## src/rtl/i2c_reg_target.sv

```systemverilog
// I2C / SCCB target with an internal byte-wide register file.
// The bus is oversampled on clk. START, STOP and repeated START are decoded
// from synchronized SCL/SDA. A 7-bit device address is matched, then an 8-bit
// register pointer is loaded; the pointer auto-increments over burst writes
// and reads. Every accepted write is reported on wr_valid/wr_addr/wr_data.
module i2c_reg_target #(
  parameter logic [6:0] CHIP_ADDR = 7'h39,
  parameter int         REG_DEPTH = 256,
  parameter bit         SCCB_MODE = 1'b0
) (
  input  logic       clk,
  input  logic       reset,
  input  logic       scl,
  input  logic       sda_i,
  output logic       sda_oe,
  output logic       wr_valid,
  output logic [7:0] wr_addr,
  output logic [7:0] wr_data,
  output logic       busy
);

  localparam int PTR_W = (REG_DEPTH > 1) ? $clog2(REG_DEPTH) : 1;
  localparam logic [PTR_W-1:0] PTR_ONE = 1;

  localparam logic [3:0] S_IDLE     = 4'd0;
  localparam logic [3:0] S_DEV_ADDR = 4'd1;
  localparam logic [3:0] S_DEV_ACK  = 4'd2;
  localparam logic [3:0] S_SUB_ADDR = 4'd3;
  localparam logic [3:0] S_SUB_ACK  = 4'd4;
  localparam logic [3:0] S_WR_DATA  = 4'd5;
  localparam logic [3:0] S_WR_ACK   = 4'd6;
  localparam logic [3:0] S_RD_DATA  = 4'd7;
  localparam logic [3:0] S_RD_ACK   = 4'd8;

  logic             scl_s1, scl_s2, scl_d;
  logic             sda_s1, sda_s2, sda_d;
  logic             scl_rise, scl_fall, start_seen, stop_seen;
  logic [3:0]       state;
  logic [3:0]       bit_cnt;
  logic [7:0]       shreg;
  logic [7:0]       byte_in;
  logic [7:0]       rd_byte;
  logic [PTR_W-1:0] ptr;
  logic             rw;
  logic             sda_oe_q;
  logic             mem_we;
  logic [7:0]       regs [REG_DEPTH];

  // Two-flop synchronizers plus one history register for edge detection.
  always_ff @(posedge clk) begin
    if (reset) begin
      // Idle bus level is high; resetting to 1 avoids phantom edges.
      scl_s1 <= 1'b1;
      scl_s2 <= 1'b1;
      scl_d  <= 1'b1;
      sda_s1 <= 1'b1;
      sda_s2 <= 1'b1;
      sda_d  <= 1'b1;
    end else begin
      scl_s1 <= scl;
      scl_s2 <= scl_s1;
      scl_d  <= scl_s2;
      sda_s1 <= sda_i;
      sda_s2 <= sda_s1;
      sda_d  <= sda_s2;
    end
  end

  assign scl_rise   =  scl_s2 & ~scl_d;
  assign scl_fall   = ~scl_s2 &  scl_d;
  assign start_seen =  scl_s2 &  scl_d & sda_d & ~sda_s2;
  assign stop_seen  =  scl_s2 &  scl_d & ~sda_d & sda_s2;

  assign byte_in = {shreg[6:0], sda_s2};
  assign rd_byte = regs[ptr];
  assign mem_we  = scl_rise && (state == S_WR_DATA) && (bit_cnt == 4'd7);

  // NOTE: release is gated combinationally so SDA frees in the very cycle
  // reset is sampled, not one clock later when the flop clears.
  assign sda_oe = sda_oe_q & ~reset;

  // Bus protocol state machine: bit shifting, acks, pointer and write strobe.
  always_ff @(posedge clk) begin
    if (reset) begin
      state    <= S_IDLE;
      bit_cnt  <= 4'd0;
      shreg    <= 8'h00;
      ptr      <= '0;
      rw       <= 1'b0;
      sda_oe_q <= 1'b0;
      busy     <= 1'b0;
      wr_valid <= 1'b0;
      wr_addr  <= 8'h00;
      wr_data  <= 8'h00;
    end else begin
      // NOTE: this default is overridden by a later non-blocking assignment
      // in the same cycle, which is how the single-cycle strobe is formed.
      wr_valid <= 1'b0;
      if (start_seen) begin
        state    <= S_DEV_ADDR;
        bit_cnt  <= 4'd0;
        sda_oe_q <= 1'b0;
        busy     <= 1'b0;
      end else if (stop_seen) begin
        state    <= S_IDLE;
        bit_cnt  <= 4'd0;
        sda_oe_q <= 1'b0;
        busy     <= 1'b0;
      end else begin
        case (state)
          S_DEV_ADDR: begin
            if (scl_rise) begin
              shreg   <= byte_in;
              bit_cnt <= bit_cnt + 4'd1;
              if (bit_cnt == 4'd7) begin
                bit_cnt <= 4'd0;
                if (byte_in[7:1] == CHIP_ADDR) begin
                  rw    <= byte_in[0];
                  state <= S_DEV_ACK;
                end else begin
                  state <= S_IDLE;
                end
              end
            end
          end
          // Ack slot: pull low on the fall ending bit 8, release on the next.
          S_DEV_ACK, S_SUB_ACK, S_WR_ACK: begin
            if (scl_rise) begin
              bit_cnt <= 4'd1;
            end else if (scl_fall && bit_cnt == 4'd0) begin
              sda_oe_q <= 1'b1;
              if (state == S_DEV_ACK) busy <= 1'b1;
            end else if (scl_fall) begin
              bit_cnt <= 4'd0;
              if (state == S_DEV_ACK && rw) begin
                sda_oe_q <= ~rd_byte[7];
                shreg    <= {rd_byte[6:0], 1'b0};
                state    <= S_RD_DATA;
              end else if (state == S_DEV_ACK) begin
                sda_oe_q <= 1'b0;
                state    <= S_SUB_ADDR;
              end else begin
                sda_oe_q <= 1'b0;
                state    <= S_WR_DATA;
                if (state == S_WR_ACK) ptr <= ptr + PTR_ONE;
              end
            end
          end
          S_SUB_ADDR: begin
            if (scl_rise) begin
              shreg   <= byte_in;
              bit_cnt <= bit_cnt + 4'd1;
              if (bit_cnt == 4'd7) begin
                bit_cnt <= 4'd0;
                ptr     <= byte_in[PTR_W-1:0];
                state   <= S_SUB_ACK;
              end
            end
          end
          S_WR_DATA: begin
            if (scl_rise) begin
              shreg   <= byte_in;
              bit_cnt <= bit_cnt + 4'd1;
              if (bit_cnt == 4'd7) begin
                bit_cnt  <= 4'd0;
                wr_valid <= 1'b1;
                wr_addr  <= 8'(ptr);
                wr_data  <= byte_in;
                state    <= S_WR_ACK;
              end
            end
          end
          // First bit was placed when entering; the rest follow each fall.
          S_RD_DATA: begin
            if (scl_rise) begin
              bit_cnt <= bit_cnt + 4'd1;
            end else if (scl_fall) begin
              if (bit_cnt == 4'd8) begin
                sda_oe_q <= 1'b0;
                bit_cnt  <= 4'd0;
                state    <= S_RD_ACK;
              end else begin
                sda_oe_q <= ~shreg[7];
                shreg    <= {shreg[6:0], 1'b0};
              end
            end
          end
          // Master ack slot: ACK continues the burst, NACK ends it.
          S_RD_ACK: begin
            if (scl_rise) begin
              if (SCCB_MODE || sda_s2) begin
                state <= S_IDLE;
              end else begin
                ptr     <= ptr + PTR_ONE;
                bit_cnt <= 4'd1;
              end
            end else if (scl_fall && bit_cnt == 4'd1) begin
              bit_cnt  <= 4'd0;
              sda_oe_q <= ~rd_byte[7];
              shreg    <= {rd_byte[6:0], 1'b0};
              state    <= S_RD_DATA;
            end
          end
          default: ;
        endcase
      end
    end
  end

  // Register file storage, written on the 8th data bit of each write byte.
  always_ff @(posedge clk) begin
    if (reset) begin
      // NOTE: the array is reset deliberately because registers must read
      // back as zero after reset; this rules out a RAM macro here.
      for (int i = 0; i < REG_DEPTH; i++) regs[i] <= 8'h00;
    end else if (mem_we) begin
      regs[ptr] <= byte_in;
    end
  end

endmodule

```

## config.mk

```make
export PLATFORM = sky130hd
export DESIGN_NAME = i2c_reg_target
export DESIGN_NICKNAME = d
export VERILOG_FILES = /design/src/rtl/i2c_reg_target.sv
export SDC_FILE = /design/constraint.sdc
export NUM_CORES = 2
export LEC_CHECK = 0
export CAP_MARGIN = 20
export CORE_ASPECT_RATIO = 0.7
export CORE_MARGIN = 2
export CORE_UTILIZATION = 27
export CTS_BUF_LIST = sky130_fd_sc_hd__clkbuf_16
export CTS_CLUSTER_DIAMETER = 120
export DETAILED_ROUTE_END_ITERATION = 10
export PLACE_DENSITY = 0.43
export SLEW_MARGIN = 20
export SYNTH_ARGS = -nofsm -noshare
export SYNTH_HDL_FRONTEND = slang
export SYNTH_SLANG_ARGS = --single-unit
export TNS_END_PERCENT = 100
```

## constraint.sdc

```tcl
create_clock -name clk -period 3.85 [get_ports clk]
set_clock_uncertainty 0.15 [all_clocks]
set_input_delay 0.9625 -clock clk [delete_from_list [all_inputs] [get_ports clk]]
set_output_delay 0.9625 -clock clk [all_outputs]
set_load 0.01 [all_outputs]
```

==> summary.md <==
| Metric | Value |
|---|---|
| Run status | complete, but fails checks |
| Failing checks | negative setup slack |
| Post-route clock period utilization | 1.02 |
| Synth Warn # | 0 |
| Peak VDD IR | 0.000347 V |
| Hold Slack | 0.273 ns |
| Place WS | -0.00764 ns |
| DIE AREA | 355000 sq um |
| CTS Buf Count | 211 |
| Routability cong. | 0.988 |
| Core Box Area | 348000 sq um |
| Net Count, Synth | 6877 |
| Critical Path Fanout Max | 9 |
| Vias | 65500 |
| Tmin final | 3.91 ns |
| Fmax | 256 MHz |
| Finished Core Util | 0.317 |
| Starting density of the core | 0.272 |
| Tightest Pin Transition | 1.30 ns |
| Critical Path RT | 4.45 ns |
| Global route overflow | 0 |
| Clk buf depth | 4 |
| GRT Total Usage | 0.235 |
| Mux cell area share after synthesis | 0.134 |
| Initial antenna violation count | 64 |
| Startpoint type of the worst setup path | flop |
| RSZ-0062 raised after global routing | no |
| Die width | 711 um |
| Compound-Gate Fraction of Synth Area | 0.0491 |
| XOR/XNOR share of the synthesized area | 0.0000927 |
| H-tree depth | 4 |
| Die H | 499 um |
| Final Hold Viols | 0 |
| Post-CTS Setup Inserts | 0 |
| Largest family of logic cells by synthesized area | multiplexers |
| Hold_buf cts | 0 |
| Post-place instance area | 104000 sq um |
| Most frequent cells in the layout | edfxtp_1, nor2_1, buf_4 |
| Max-slew violations | 0 |
| Critical path arrival | 4.51 ns |
| Syn_area_per_cell | 13.8 sq um |
| # IOs | 23 |
| Clock edge transition at the registers on the reported setup and hold paths | 0.07 ns |
| Final wirelength | 430000 um |
| Worst Setup End Kind | flop |
| Drt pass-1 iters | 7 |
| Nets | 7015 |
| Hpwl dp | 297000 um |
| Hold Crit Class | flop to flop |
| WL per Instance | 36.3 um |
| Vias in the first global route | 61600 |
| Post-DR vias/cell | 5.53 |
| Initial drt markers | 11900 |
| Largest net degree at the start of global routing | 138 |
| WS Path Type | flop to flop |
| I/O Buffers | 22 |
| # placed instances | 11500 |
| Synth-to-Final Area Change | 16.7% |
| Register area share after synthesis | 0.663 |
| Synth Flop Type | edfxtp_1 |
| Number of remaining DRC errors | 0 |
| Area share of fa/ha/maj cells after synthesis | 0.00132 |
| Post-Syn Instances | 6863 |
| Layout Cells excl Fill | 11800 |
| Sink Count | 2106 |
| Simple-Gate Fraction of Synth Area | 0.116 |
| Reg2reg setup slack | -0.06 ns |
| Final Instance Area | 110000 sq um |
| Cell row count | 181 |
| Cell variety after synth | 82 |
| Total of max-cap violations | 0 |
| Pwr per Cell Area | 442 nW/um^2 |
| Yosys reg bits | 2106 |
| Setup TNS Final | -0.127 ns |
| Lkg Pwr | 36.5 nW |
| Cell Area, Synth | 94500 sq um |
| Root buf cell | clkbuf_16 |
| Setup WS post-layout | -0.0600 ns |
| Final Setup Violations | 4 |
| Clk Latency, worst-skew pair | 0.92 ns |
| Most common cell after layout, fill and taps aside | edfxtp_1 |
| Number of synthesized flops with an enable pin | 2048 |
| Fillers | 34600 |
| First-pass GRT wire length | 568000 um |
| Slew HR | 0.132 |
| FFs w/ async S/R, synth | 0 |
| Share of cells above drive strength 1 | 0.201 |
| Power Total | 48.7 mW |
| Antenna Nets Post-Route | 0 |
| TritonCTS clock tree | yes |
==> synth_stat cells, types with 44 or more instances <==
library cell / n / area [sq um]
edfxtp_1: 2048 / 61500
nor2_1: 2000 / 7510
mux4_2: 454 / 10200
clkbuf_1: 433 / 1630
nand2_1: 313 / 1170
mux2i_1: 231 / 2310
a21o_1: 213 / 1600
buf_2: 160 / 801
and3_1: 148 / 926
a22oi_1: 88 / 661
a21oi_1: 77 / 385
dfxtp_1: 58 / 1160
o21bai_1: 52 / 390
buf_6: 51 / 574
nand3_1: 48 / 240
o21ai_0: 44 / 220
==> cells by family after synthesis <==
group	Yosys count
fa+ha+maj	10
compound gates	651
flops	2106
simple gates	2681
mux	695
xor+xnor	1
buf+inv	719
==> timing repair <==
action,4_1_cts,5_1_grt
gates cloned,0,0
pin swaps,0,1
setup endpoints to repair,30,347
resized for setup,1,12
==> sequential cells by signal, indices dropped and copies added, names as in the netlist, 4 cells and up, named ones only <==
register	count
bit_cnt	4
ptr	8
regs	2048
shreg	8
state	4
wr_addr	8
wr_data	8
==> power by group <==
part	internal, mW	switching, mW	leakage [nW]
logic	0.601	1.25	11.5
registers	25.8	0.260	21.6
clock network	11.4	9.41	3.42
total	37.8	10.9	36.5
==> worst max-delay path, cell delays in order, from the launching register on <==
cell	delay [ns]
dfxtp_1	0.86
nor2b_1	0.58
buf_4	0.33
nand2_1	0.28
a211oi_1	0.56
nor4_1	0.30
a211oi_1	0.33
buf_4	0.25
a311oi_1	0.11
==> layer usage <==
| layer | wire length (um) | vias up | track usage |
|---|---|---|---|
| met1 | 187000 | 34900 | 0.351 |
| met3 | 57000 | 617 | 0.0758 |
| met2 | 175000 | 4443 | 0.327 |
| met5 | 34 | - | 0 |
| li1 | - | 25600 | - |
| met4 | 11500 | 6 | 0.0547 |
==> area by class of cell <==
class,count,area [sq um],share of cell area
Tap cell,4666,5840,0.0529
Clock inverter,156,1190,0.0108
Sequential cell,2106,62700,0.568
Multi-Input combinational cell,4038,28700,0.260
Antenna cell,23,57.6,0.000522
Timing Repair Buffer,627,6380,0.0578
Clock buffer,215,5380,0.0488
Inverter,17,65.1,0.000590
==> path summary, 6_finish.rpt <==
kind	from	end	depth (start not counted)
setup reg to reg	flop	shreg[2]	8
setup / recovery	flop	shreg[2]	8
hold reg to reg	sda_s1	sda_s2	1
hold / removal	sda_s1	sda_s2	1
Power figures use the tool's default switching activity.
